<file path="config.mk">
export PLATFORM = sky130hd
export DESIGN_NAME = rv32_fetch_stage
export DESIGN_NICKNAME = d
export VERILOG_FILES = /design/src/rtl/rv32_pkg.sv /design/src/rtl/rv32_fetch_fifo.sv /design/src/rtl/rv32_fetch_stage.sv
export SDC_FILE = /design/constraint.sdc
export NUM_CORES = 1
export LEC_CHECK = 0
export ABC_AREA = 0
export BUFFER_PORTS_ARGS = -buffer_cell sky130_fd_sc_hd__clkbuf_2
export CAP_MARGIN = 20
export CORE_MARGIN = 5
export CORE_UTILIZATION = 40
export CTS_CLUSTER_DIAMETER = 40
export DETAILED_ROUTE_END_ITERATION = 10
export GPL_TIMING_DRIVEN = 0
export PLACE_DENSITY = 0.58
export SKIP_LAST_GASP = 1
export SLEW_MARGIN = 20
export SYNTH_ARGS = -nofsm -noshare
export SYNTH_HDL_FRONTEND = slang
export SYNTH_HIERARCHICAL = 1
export SYNTH_SLANG_ARGS = --single-unit
</file>
<file path="constraint.sdc">
create_clock -name clk -period 11.65 [get_ports clk]
set_clock_uncertainty 0.1 [all_clocks]
set_input_delay 0.5825 -clock clk [delete_from_list [all_inputs] [get_ports clk]]
set_output_delay 0.5825 -clock clk [all_outputs]
set_load 0.03 [all_outputs]
</file>
<file path="src/rtl/rv32_pkg.sv">
// Shared definitions for the rv32 core front end.
//   XLEN             architectural register / address width
//   INST_NOP         canonical NOP (addi x0, x0, 0), shown on o_inst when nothing is valid
//   RESET_PC_DEFAULT default fetch address after reset
//   PC_STEP          sequential fetch increment (one 32-bit instruction)
//   fetch_entry_t    one instruction-buffer entry: {pc, inst}
//   align_pc()       clears the two low address bits
package rv32_pkg;

  localparam int unsigned XLEN             = 32;
  localparam logic [31:0] INST_NOP         = 32'h0000_0013;
  localparam logic [31:0] RESET_PC_DEFAULT = 32'h0000_0000;
  localparam logic [31:0] PC_STEP          = 32'd4;

  typedef struct packed {
    logic [XLEN-1:0] pc;
    logic [XLEN-1:0] inst;
  } fetch_entry_t;

  function automatic logic [XLEN-1:0] align_pc(input logic [XLEN-1:0] addr);
    return addr & ~32'h0000_0003;
  endfunction

endpackage

</file>
<file path="src/rtl/rv32_fetch_fifo.sv">
// Synchronous instruction buffer with flush.
//   clk_i    clock, rising edge
//   rst_i    asynchronous active-high reset
//   flush_i  drop all entries; wins over push_i and pop_i
//   push_i   write wdata_i at the tail (caller guarantees not full)
//   wdata_i  entry to write
//   pop_i    drop the head entry (caller guarantees not empty)
//   count_o  number of valid entries, 0..Depth
//   head_o   entry at the head; only meaningful when count_o != 0
module rv32_fetch_fifo
  import rv32_pkg::*;
#(
  parameter int unsigned  Depth = 2,
  localparam int unsigned PtrW  = $clog2(Depth),
  localparam int unsigned CntW  = PtrW + 1
) (
  input  logic              clk_i,
  input  logic              rst_i,
  input  logic              flush_i,
  input  logic              push_i,
  input  fetch_entry_t      wdata_i,
  input  logic              pop_i,
  output logic [CntW-1:0]   count_o,
  output fetch_entry_t      head_o
);

  fetch_entry_t          mem_q [Depth];
  fetch_entry_t          mem_d [Depth];
  logic [PtrW-1:0]       wr_ptr_q, wr_ptr_d;
  logic [PtrW-1:0]       rd_ptr_q, rd_ptr_d;
  logic [CntW-1:0]       count_q, count_d;

  always_comb begin
    mem_d    = mem_q;
    wr_ptr_d = wr_ptr_q;
    rd_ptr_d = rd_ptr_q;
    count_d  = count_q;
    if (flush_i) begin
      wr_ptr_d = '0;
      rd_ptr_d = '0;
      count_d  = '0;
    end else begin
      if (push_i) begin
        mem_d[wr_ptr_q] = wdata_i;
        // Depth is a power of two, so natural pointer overflow is the modulo wrap.
        wr_ptr_d        = wr_ptr_q + PtrW'(1);
      end
      if (pop_i) begin
        rd_ptr_d = rd_ptr_q + PtrW'(1);
      end
      count_d = count_q + CntW'(push_i) - CntW'(pop_i);
    end
  end

  always_ff @(posedge clk_i or posedge rst_i) begin
    if (rst_i) begin
      for (int unsigned i = 0; i < Depth; i++) begin
        mem_q[i] <= '0;
      end
      wr_ptr_q <= '0;
      rd_ptr_q <= '0;
      count_q  <= '0;
    end else begin
      mem_q    <= mem_d;
      wr_ptr_q <= wr_ptr_d;
      rd_ptr_q <= rd_ptr_d;
      count_q  <= count_d;
    end
  end

  assign count_o = count_q;
  assign head_o  = mem_q[rd_ptr_q];

endmodule

</file>
<file path="src/rtl/rv32_fetch_stage.sv">
// Instruction-fetch front end: owns the fetch PC, issues requests to a 1-cycle-latency imem,
// buffers returned words with their PC and presents them to decode over valid/ready.
//   clk, rst                  clock (rising edge) and asynchronous active-high reset
//   o_imem_req, o_imem_addr   fetch request and word-aligned address
//   i_imem_rdata              instruction word, valid the cycle after a request
//   i_redirect, i_redirect_pc flush and restart fetch at the (aligned) target
//   o_valid, i_ready          decode handshake for the buffer head
//   o_inst, o_pc, o_pc_4      head instruction, its PC and PC + 4
module rv32_fetch_stage
  import rv32_pkg::*;
#(
  parameter logic [31:0] RESET_PC   = RESET_PC_DEFAULT,
  parameter int unsigned FIFO_DEPTH = 2
) (
  input  logic            clk,
  input  logic            rst,
  output logic            o_imem_req,
  output logic [XLEN-1:0] o_imem_addr,
  input  logic [XLEN-1:0] i_imem_rdata,
  input  logic            i_redirect,
  input  logic [XLEN-1:0] i_redirect_pc,
  output logic            o_valid,
  input  logic            i_ready,
  output logic [XLEN-1:0] o_inst,
  output logic [XLEN-1:0] o_pc,
  output logic [XLEN-1:0] o_pc_4
);

  localparam int unsigned CntW = $clog2(FIFO_DEPTH) + 1;

  logic [XLEN-1:0] fetch_pc_q, fetch_pc_d;
  logic [XLEN-1:0] inflight_pc_q, inflight_pc_d;
  logic            inflight_q, inflight_d;
  logic            squash_q, squash_d;

  logic [CntW-1:0] count;
  fetch_entry_t    head;
  fetch_entry_t    push_entry;
  logic            pop;
  logic            push;
  logic            issue;
  // One extra bit so the comparison against FIFO_DEPTH can never wrap.
  logic [CntW:0]   credits;

  assign o_valid = (count != '0);
  assign pop     = o_valid & i_ready;

  // Slots already spoken for once this cycle's pop and any in-flight response settle.
  assign credits = {1'b0, count} - (CntW + 1)'(pop) + (CntW + 1)'(inflight_q);
  assign issue   = !rst && !i_redirect && (credits < (CntW + 1)'(FIFO_DEPTH));

  assign push       = inflight_q & ~squash_q;
  assign push_entry = '{pc: inflight_pc_q, inst: i_imem_rdata};

  always_comb begin
    fetch_pc_d    = fetch_pc_q;
    inflight_pc_d = inflight_pc_q;
    inflight_d    = issue;
    squash_d      = i_redirect;
    if (issue) begin
      fetch_pc_d    = fetch_pc_q + PC_STEP;
      inflight_pc_d = fetch_pc_q;
    end
    if (i_redirect) begin
      fetch_pc_d = align_pc(i_redirect_pc);
    end
  end

  always_ff @(posedge clk or posedge rst) begin
    if (rst) begin
      fetch_pc_q    <= RESET_PC;
      inflight_pc_q <= RESET_PC;
      inflight_q    <= 1'b0;
      squash_q      <= 1'b0;
    end else begin
      fetch_pc_q    <= fetch_pc_d;
      inflight_pc_q <= inflight_pc_d;
      inflight_q    <= inflight_d;
      squash_q      <= squash_d;
    end
  end

  // Redirect flushes the buffer; the response landing this cycle belongs to the old path.
  rv32_fetch_fifo #(
    .Depth (FIFO_DEPTH)
  ) u_fifo (
    .clk_i   (clk),
    .rst_i   (rst),
    .flush_i (i_redirect),
    .push_i  (push),
    .wdata_i (push_entry),
    .pop_i   (pop),
    .count_o (count),
    .head_o  (head)
  );

  assign o_imem_req  = issue;
  assign o_imem_addr = fetch_pc_q;

  // Deterministic idle values keep downstream decode from seeing stale words.
  assign o_inst = o_valid ? head.inst : INST_NOP;
  assign o_pc   = o_valid ? head.pc : RESET_PC;
  assign o_pc_4 = o_pc + PC_STEP;

endmodule
</file>
# Word level (Yosys, flattened, before mapping)

Cells that the tools add are included.

$add $sub $neg: 8
Magnitude comparators: 4
Mux-type cells: 15
Bitwise logic cells: 6
Reductions and logical operators: 10

Operators with widths:

| cell                                                                  | count |
|---|---|
| 64-bit two-way mux                                                    | 4 |
| 128-bit bitwise mux                                                   | 1 |
| 32-bit two-way mux                                                    | 4 |
| 32-bit by 3-bit adder with 32-bit output (second input constant)      | 2 |
| 64-bit demux with 1-bit select                                        | 1 |
| 2-bit nonzero test                                                    | 4 |
| 2-bit greater-or-equal comparator (second input constant)             | 2 |
| 1-bit two-way mux                                                     | 4 |
| 1-bit NOT with 2-bit output                                           | 2 |
| 3-bit by 1-bit adder with 3-bit output                                | 1 |
| 1-bit logical AND                                                     | 3 |
| 3-bit by 2-bit < comparator with 1-bit output (second input constant) | 1 |
| 2-bit by 1-bit subtractor with 3-bit output                           | 1 |
| 1-bit adder (second input constant)                                   | 2 |
| 2-bit by 1-bit adder with 2-bit output                                | 1 |
| 1-bit bitwise AND                                                     | 2 |
| 1-bit zero test                                                       | 2 |
| 2-bit by 1-bit < comparator with 1-bit output (second input constant) | 1 |
| 2-bit two-way mux                                                     | 1 |
| 1-bit NOT                                                             | 2 |
| 2-bit AND reduction                                                   | 1 |
| 2-bit by 1-bit subtractor with 2-bit output                           | 1 |

Register bits after elaboration: 198
Input bits: 68
Word-level logic and storage cells: 54

# Logic depth before layout (Yosys ltp)

Gate-level depths: netlist of run 1.

Depth after elaboration: 8
Gate-level depth with buffers: 14
Mapped depth without buffers: 11

# Cells and area by module

Netlist of run 1, hierarchy kept.

Modules (own cells, without submodules):

| module           | times used | cells an instance | area each (sq um) |
|---|---|---|---|
| rv32_fetch_fifo  | 1          | 359               | 6052.1 |
| rv32_fetch_stage | 1          | 472               | 4195.3 |

# Worst setup path before layout of run 1

OpenSTA, ideal clock, no wires.

Kind: flip-flop to output port
From: register u_fifo.count_q[1], in the netlist u_fifo/count_o[1]
To: output port o_pc_4[20]
Arrival: 3.529 ns
Data required time: 10.967 ns
Setup slack: 7.438 ns
Cell stages (with the launch flop): 12
Cells stage by stage: dfrtp_1 -> clkbuf_1 -> nor2_1 -> inv_1 -> clkbuf_1 -> clkbuf_1 -> and2_1 -> ha_1 -> nand4_1 -> nor4_1 -> nand4_1 -> xnor2_1

Longest elaborated chain between the ends: 3

Ends and longest elaborated chain:

| item                                     | RTL line                | source |
|---|---|---|
| start: declaration                       | rv32_fetch_fifo.sv:31   | `logic [CntW-1:0] count_q, count_d;` |
| start signal: assignment                 | rv32_fetch_fifo.sv:67   | `count_q <= count_d;` |
| 2-bit nonzero test                       | rv32_fetch_stage.sv:45  | `assign o_valid = (count != '0);` |
| 32-bit two-way mux                       | rv32_fetch_stage.sv:102 | `assign o_pc = o_valid ? head.pc : RESET_PC;` |
| net o_pc[3]                              | rv32_fetch_stage.sv:25  | `output logic [XLEN-1:0] o_pc,` |
| 32-bit by 3-bit adder with 32-bit output | rv32_fetch_stage.sv:103 | `assign o_pc_4 = o_pc + PC_STEP;` |
| end: declaration                         | rv32_fetch_stage.sv:26  | `output logic [XLEN-1:0] o_pc_4` |

The timed path passes the listed nets, and every way through them passes these cells.

# Final worst setup path of run 1

From: register u_fifo.count_q[1], in the netlist u_fifo/count_o[1]
To: output port o_imem_req

Longest elaborated chain between the ends: 6

Ends and longest elaborated chain:

| item                                          | RTL line               | source |
|---|---|---|
| 2-bit nonzero test                            | rv32_fetch_stage.sv:45 |  |
| 1-bit bitwise AND                             | rv32_fetch_stage.sv:46 | `assign pop = o_valid & i_ready;` |
| net pop                                       | rv32_fetch_stage.sv:39 | `logic pop;` |
| 2-bit by 1-bit subtractor with 3-bit output   | rv32_fetch_stage.sv:49 | `assign credits = {1'b0, count} - (CntW + 1)'(pop) + (CntW + 1)'(inflight_q);` |
| 3-bit by 1-bit adder with 3-bit output        | rv32_fetch_stage.sv:49 |  |
| 3-bit by 2-bit < comparator with 1-bit output | rv32_fetch_stage.sv:50 | `assign issue = !rst && !i_redirect && (credits < (CntW + 1)'(FIFO_DEPTH));` |
| 1-bit logical AND                             | rv32_fetch_stage.sv:50 |  |
| end: declaration                              | rv32_fetch_stage.sv:17 | `output logic o_imem_req,` |

The timed path passes the listed nets, and every way through them passes these cells.

==> results.py, run 1 <==
metrics = {
    "run_status": {
        "status": "finished, final reports clean",
    },
    "logic_synthesis": {
        "netlist.area_leader.share": 0.474,
        "synth_cell_type_count": 54,
        "yosys_register_bits": 194,
        "yosysTopAreaCell": "dfrtp_1",
        "syn_area_per_cell_um2": 12.3,
        "synthCells": 831,
        "ys_seq_area_frac": 0.474,
        "yosys-top-cells-area": "dfrtp_1 (47%), mux2_2 (17%), mux2_4 (8.8%)",
        "syn_area_um2": 10200,
        "synth-edff-count": 0,
        "ys_warn_count": 6,
        "synthFlopType": "dfrtp_1",
        "async_reset_ff_frac": 1.00,
    },
    "placement": {
        "hpwl_um": 20100,
        "portBuffers": 193,
        "globalplace.congestion": 0.843,
    },
    "finish": {
        "layout_common_cells": "clkbuf_2 (194), dfrtp_1 (194), mux2_2 (157)",
        "multi_input_area_um2": 4980,
        "antenna_cells": 0,
        "area_growth_pct": 20.0,
        "seqCellArea_um2": 4850,
        "fillers": 2320,
        "drive_above_1_share": 0.451,
        "nets": 1125,
    },
    "clock_network": {
        "clkTransAtPathRegs_ns": 0.07,
        "cts_max_level": 4,
        "cts_sinks": 194,
        "root_buffer": "clkbuf_16",
        "cts_repair_resize_count": 0,
        "post-cts-setup-buffer-count": 0,
        "clock_latency_ns": 0.43,
        "numCtsBuffers": 17,
        "cts_hold_buf": 0,
        "cts_tree": "yes",
        "ctsLongestPathBuffers": 2,
    },
    "grt": {
        "grt_pass1_wl_um": 42800,
        "globalRouteTotalUtil": 0.189,
        "antenna_found_initial": 1,
        "grt_max_degree": 73,
        "grt_pass1_vias": 7392,
        "grt.overflow.total": 0,
    },
    "floorplan": {
        "die_x_um": 170,
        "num_rows": 58,
        "core_um2": 25200,
        "io_pins": 198,
        "die_y_um": 170,
        "start_util": 0.407,
        "dieArea_um2": 28900,
    },
    "setup_path": {
        "crit_path_top_delay_cell": "fa_1",
        "cp-start-kind": "register",
        "path_max_fanout": 10,
        "cp-end-kind": "output pin",
        "r2r-start": "u_fifo/count_o[1]$_DFF_PP0_",
        "startpoint": "u_fifo/count_o[1]$_DFF_PP0_",
        "cp.required_ns": 10.97,
        "reg2reg_slack_ns": 6.53,
        "crit_chain": "clkbuf_1 > nor2_1 > inv_1 > clkbuf_1 > and2_1 > ha_1 > nand2b_1 > fa_1 > nor2b_1 > clkbuf_1 > nand3_1 > inv_1 > clkbuf_2",
        "max_stage_delay_ns": 0.61,
        "arrival_ns": 4.70,
        "critPathKind": "reg -> out",
        "cp_common_cell": "clkbuf_1",
    },
    "route": {
        "route.vias.total": 7288,
        "dr.pass1.iters": 5,
        "drt_wl_total_um": 27400,
        "avgRoutedWirePerCell_um": 19.6,
        "drc_errors": 0,
        "drtIter0Drc": 389,
        "routed_via_density": 5.23,
        "drtAntennaViolNets": 0,
    },
    "timing": {
        "fmax_ghz": 0.186,
        "setup_tns_ns": 0,
        "finalCritPeriodShare": 0.462,
        "rsz0062_at_grt": "no",
        "slew_violations": 0,
        "setup_viol": 0,
        "finalHoldViolCount": 0,
        "worst_pin_slew_ns": 0.996,
        "min_period_ns": 5.39,
        "relSlewSlack": 0.330,
    },
    "worst_hold_path": {
        "hold_class": "in -> async",
    },
    "power": {
        "ir_worst_vdd_uv": 148,
        "pwr_density_cell_nw_per_um2": 267,
        "power.leakage_nw": 5.83,
        "finalPower_w": 0.00328,
    },
    "job": {
        "drv_cap": 0,
    },
}
[worst max-delay path, delay by kind of cell (launching register included)]
| family | cells | cell delay [ns] |
|---|---|---|
| adders and majority gates | 2 | 0.85 |
| and+or+nand+nor | 5 | 1.03 |
| buffers and inverters | 6 | 2.00 |
| DFF | 1 | 0.39 |
[worst paths after layout]
kind | endpoint | depth (start not counted)
setup / recovery | o_imem_req | 13
hold / removal | inflight_pc_q[20]$_DFFE_PP0P_ | 2
setup reg to reg | o_imem_addr[19]$_DFFE_PP0P_ | 14
hold reg to reg | u_fifo/mem_q[122]$_DFFE_PP0P_ | 1
max in group asynchronous | u_fifo/mem_q[14]$_DFFE_PP0P_ | 3
min in group clk | o_imem_addr[4]$_DFFE_PP0P_ | 3
[state kept, by name, summed over array words and instances, names as in the netlist]
name             cells
squash_q             1
o_imem_addr         30
u_fifo/mem_q       128
inflight_pc_q       30
u_fifo/rd_ptr_q      1
inflight_q           1
u_fifo/wr_ptr_q      1
u_fifo/count_o       2
[layout make-up]
cell class,instances,share of cell area
Multi-Input combinational cell,574,0.405
Timing Repair Buffer,196,0.0829
Tap cell,330,0.0336
Clock buffer,21,0.0358
Buffer,50,0.0307
Clock inverter,11,0.0107
Sequential cell,194,0.395
Inverter,18,0.00631
[report_power, final]
group / internal (W) / switching [W] / total [W] / leakage (nW)
combinational: 0.000667 / 0.000898 / 0.00157 / 3.13
sequential: 0.000945 / 0.000187 / 0.00113 / 2.45
clock: 0.000318 / 0.000262 / 0.000581 / 0.257
total: 0.00193 / 0.00135 / 0.00328 / 5.83
[cells in the mapped netlist, types with 11 or more instances]
| cell | count |
|---|---|
| dfrtp_1 | 194 |
| mux2_2 | 157 |
| and2_1 | 60 |
| mux2_4 | 60 |
| nand2_1 | 34 |
| nand4_1 | 32 |
| nand3_1 | 28 |
| xnor2_1 | 28 |
| nor2_1 | 27 |
| clkbuf_1 | 20 |
| inv_1 | 18 |
| o21ai_0 | 17 |
| or4_1 | 16 |
| a31oi_1 | 11 |
[stage by stage]
| stage | hold WS, ns | instance area [um2] | setup slack [ns] | utilization | instances |
|---|---|---|---|---|---|
| global route | 0.221 | 12300 | 5.91 | 0.488 | 1394 |
| detailed placement | 0.376 | 11700 | 6.54 | 0.465 | 1362 |
| finish | 0.205 | 12300 | 6.26 | 0.488 | 1394 |
| global placement | 0.371 | 11600 | 5.53 | 0.462 | 1359 |
| floorplan | 0.354 | 10300 | 7.44 | - | 836 |
| CTS | 0.192 | 12300 | 6.16 | 0.488 | 1394 |
[cells by family (layout without fill, tap and decap cells)]
family	after synthesis	count (layout)	synth area share
simple gates	244	244	0.138
mux	223	223	0.267
flops	194	194	0.474
buf+inv	68	296	0.0435
compound gates	57	57	0.0360
xor+xnor	38	38	0.0338
fa+ha+maj	6	6	0.00806
other cells	1	6	0.000366
[metal layers]
layer / vias to the layer above / track usage / wire length [um]
met2: 225 / 0.289 / 12100
met5: - / 0 / 13
li1: 3413 / - / -
met4: 2 / 0.0455 / 428
met1: 3616 / 0.273 / 13200
met3: 32 / 0.0451 / 1720
Note: power is estimated with default switching activity, not from simulation.
==> run 2: changes to the inputs <==
- PLACE_DENSITY: 0.58 -> 0.6
- clock period: 11.65 -> 4.31 ns (I/O delays scaled with it)
==> run 2 against run 1 <==
  * First-iteration DRC count grew 14%
  * Register-to-register slack worse by 6.2 ns
  * Highest routed layer is now met4
  * Worst setup slack got worse by 6.1 ns
  * Sequential cell count unchanged
  * Sequential share of layout area is 2.1 points lower
  * Wire length up 1.2%
  * Final cell count grew 4.5%
  * Largest power group unchanged
==> results.py, run 2 (same netlist as run 1, synthesis figures left out) <==
metrics = {
    "floorplan": {
        "die_x_um": 170,
        "num_rows": 58,
        "core_um2": 25200,
        "dieArea_um2": 28900,
        "io_pins": 198,
        "die_y_um": 170,
        "start_util": 0.407,
    },
    "timing": {
        "setup_tns_ns": 0,
        "finalCritPeriodShare": 0.953,
        "worst_pin_slew_ns": 0.966,
        "relSlewSlack": 0.350,
        "rsz0062_at_grt": "yes",
        "setup_viol": 0,
        "slew_violations": 0,
        "min_period_ns": 4.11,
        "holdWs_ns": 0.0282,
        "finalHoldViolCount": 0,
        "fmax_ghz": 0.243,
    },
    "placement": {
        "hpwl_um": 20200,
        "portBuffers": 193,
        "globalplace.congestion": 0.804,
    },
    "power": {
        "finalPower_w": 0.00900,
        "ir_worst_vdd_uv": 349,
        "pwr_density_cell_nw_per_um2": 693,
        "power.leakage_nw": 6.15,
    },
    "finish": {
        "largest_register_ffs": 128,
        "multi_input_area_um2": 4990,
        "drive_above_1_share": 0.440,
        "nets": 1190,
        "final_common_cell": "clkbuf_2",
        "fillers": 2257,
        "layout_common_cells": "clkbuf_2 (197), dfrtp_1 (194), mux2_2 (157)",
        "antenna_cells": 0,
        "top_register": "u_fifo/mem_q",
        "seqCellArea_um2": 4850,
        "area_growth_pct": 26.8,
    },
    "clock_network": {
        "root_buffer": "clkbuf_16",
        "cts_sinks": 194,
        "clkTransAtPathRegs_ns": 0.07,
        "ctsLongestPathBuffers": 2,
        "numCtsBuffers": 17,
        "clock_latency_ns": 0.43,
        "cts_tree": "yes",
        "cts_max_level": 4,
    },
    "setup_path": {
        "cp-start-kind": "register",
        "rr_worst_depth": 13,
        "reg2reg_slack_ns": 0.31,
        "cp-end-kind": "output pin",
        "crit_path_top_delay_cell": "dfrtp_1",
        "path_max_fanout": 10,
        "cp.required_ns": 3.99,
        "crit_buf_inv": 4,
        "arrival_ns": 3.79,
        "cp_num_cells": 11,
        "cp_top_family": "simple AND/OR/NAND/NOR gates",
        "startpoint": "u_fifo/count_o[0]$_DFF_PP0_",
        "endpoint": "o_pc_4[14]",
        "max_stage_delay_ns": 0.62,
        "reg2reg_to": "o_imem_addr[13]$_DFFE_PP0P_",
        "critPathKind": "reg -> out",
        "r2r-start": "u_fifo/count_o[1]$_DFF_PP0_",
        "crit_chain": "nor2_4 > inv_2 > clkbuf_2 > clkbuf_4 > and2_1 > ha_1 > nand3_2 > or4_1 > or4_1 > o21ai_0 > clkbuf_2",
    },
    "grt": {
        "grt_pass1_wl_um": 43700,
        "antenna_found_initial": 0,
        "grt_pass1_vias": 7827,
        "grt_max_degree": 96,
        "globalRouteTotalUtil": 0.192,
        "grt.overflow.total": 0,
    },
    "worst_hold_path": {
        "hold_class": "in -> reg",
        "min_from": "i_redirect_pc[31]",
    },
    "route": {
        "route.vias.total": 7532,
        "routed_via_density": 5.17,
        "drc_errors": 0,
        "drt_wl_total_um": 27700,
        "drtIter0Drc": 443,
        "drtAntennaViolNets": 0,
        "avgRoutedWirePerCell_um": 19.0,
        "dr.pass1.iters": 5,
    },
    "run_status": {
        "status": "finished, final reports clean",
    },
    "job": {
        "drv_cap": 0,
    },
}
-- run 2: cell types whose count changed in the layout (fill, tap and decap cells not counted), sizes merged --
cell / before / now
clkinv: 1 / 2
buf: 32 / 37
dlygate4sd3: 0 / 63
clkbuf: 235 / 230
bufinv: 2 / 3
clkinvlp: 6 / 4
-- run 2: repair_timing --
action | CTS | global route
endpoints found under the setup margin | 69 | 41
setup buffers | 1 | 2
endpoints found under the hold margin | 165 | 0
hold buffers | 63 | 0
pin swaps | 1 | 0
resized for setup | 11 | 10
-- run 2: power breakdown --
| group | switching (W) | total [W] | internal [W] |
|---|---|---|---|
| combinational | 0.00243 | 0.00431 | 0.00188 |
| sequential | 0.000522 | 0.00308 | 0.00255 |
| clock | 0.000704 | 0.00162 | 0.000913 |
| total | 0.00366 | 0.00900 | 0.00534 |
-- run 2: how the worst min path moves through the flow --
stage,slack [ns],depth (start not counted),endpoint
final,0.03,4,o_imem_addr[31]$_DFFE_PP0P_
after global routing,0.02,4,o_imem_addr[31]$_DFFE_PP0P_
after CTS,0.005,4,o_imem_addr[31]$_DFFE_PP0P_
after detailed placement,0.25,2,u_fifo/count_o[1]$_DFF_PP0_
after global placement,0.33,3,o_imem_addr[12]$_DFFE_PP0P_
after floorplan,0.15,0,squash_q$_DFF_PP0_
-- run 2: per-layer routing --
| metal | vias up | GRT usage | part of all wire |
|---|---|---|---|
| li1 | 3556 | - | - |
| met1 | 3706 | 0.278 | 0.48 |
| met2 | 247 | 0.303 | 0.45 |
| met3 | 23 | 0.0374 | 0.058 |
| met4 | 0 | 0.0385 | 0.012 |
| met5 | - | 0 | 0 |
-- run 2: layout make-up --
type | count | share of cell area
tap | 330 | 0.0318
clock inverter | 11 | 0.0119
inverter | 18 | 0.00597
sequential | 194 | 0.374
multi-input combinational | 574 | 0.385
clock buffer | 19 | 0.0333
timing repair buffer | 262 | 0.129
buffer | 49 | 0.0301
-- run 2: tightest hold or removal path, stage by stage --
cell	delay (ns)
clkbuf_2	0.09
nand2_1	0.05
o21ai_0	0.06
or3b_2	0.11
-- run 2: metrics by stage --
step                      worst slack [ns]  cells  utilization  area, um2
after floorplan                      0.176    836            -      10300
after global placement               -1.40   1359        0.462      11600
after detailed placement            -0.815   1362        0.465      11700
after CTS                          -0.0434   1455        0.515      13000
after global routing              -0.00162   1457        0.516      13000
final                                0.202   1457        0.516      13000
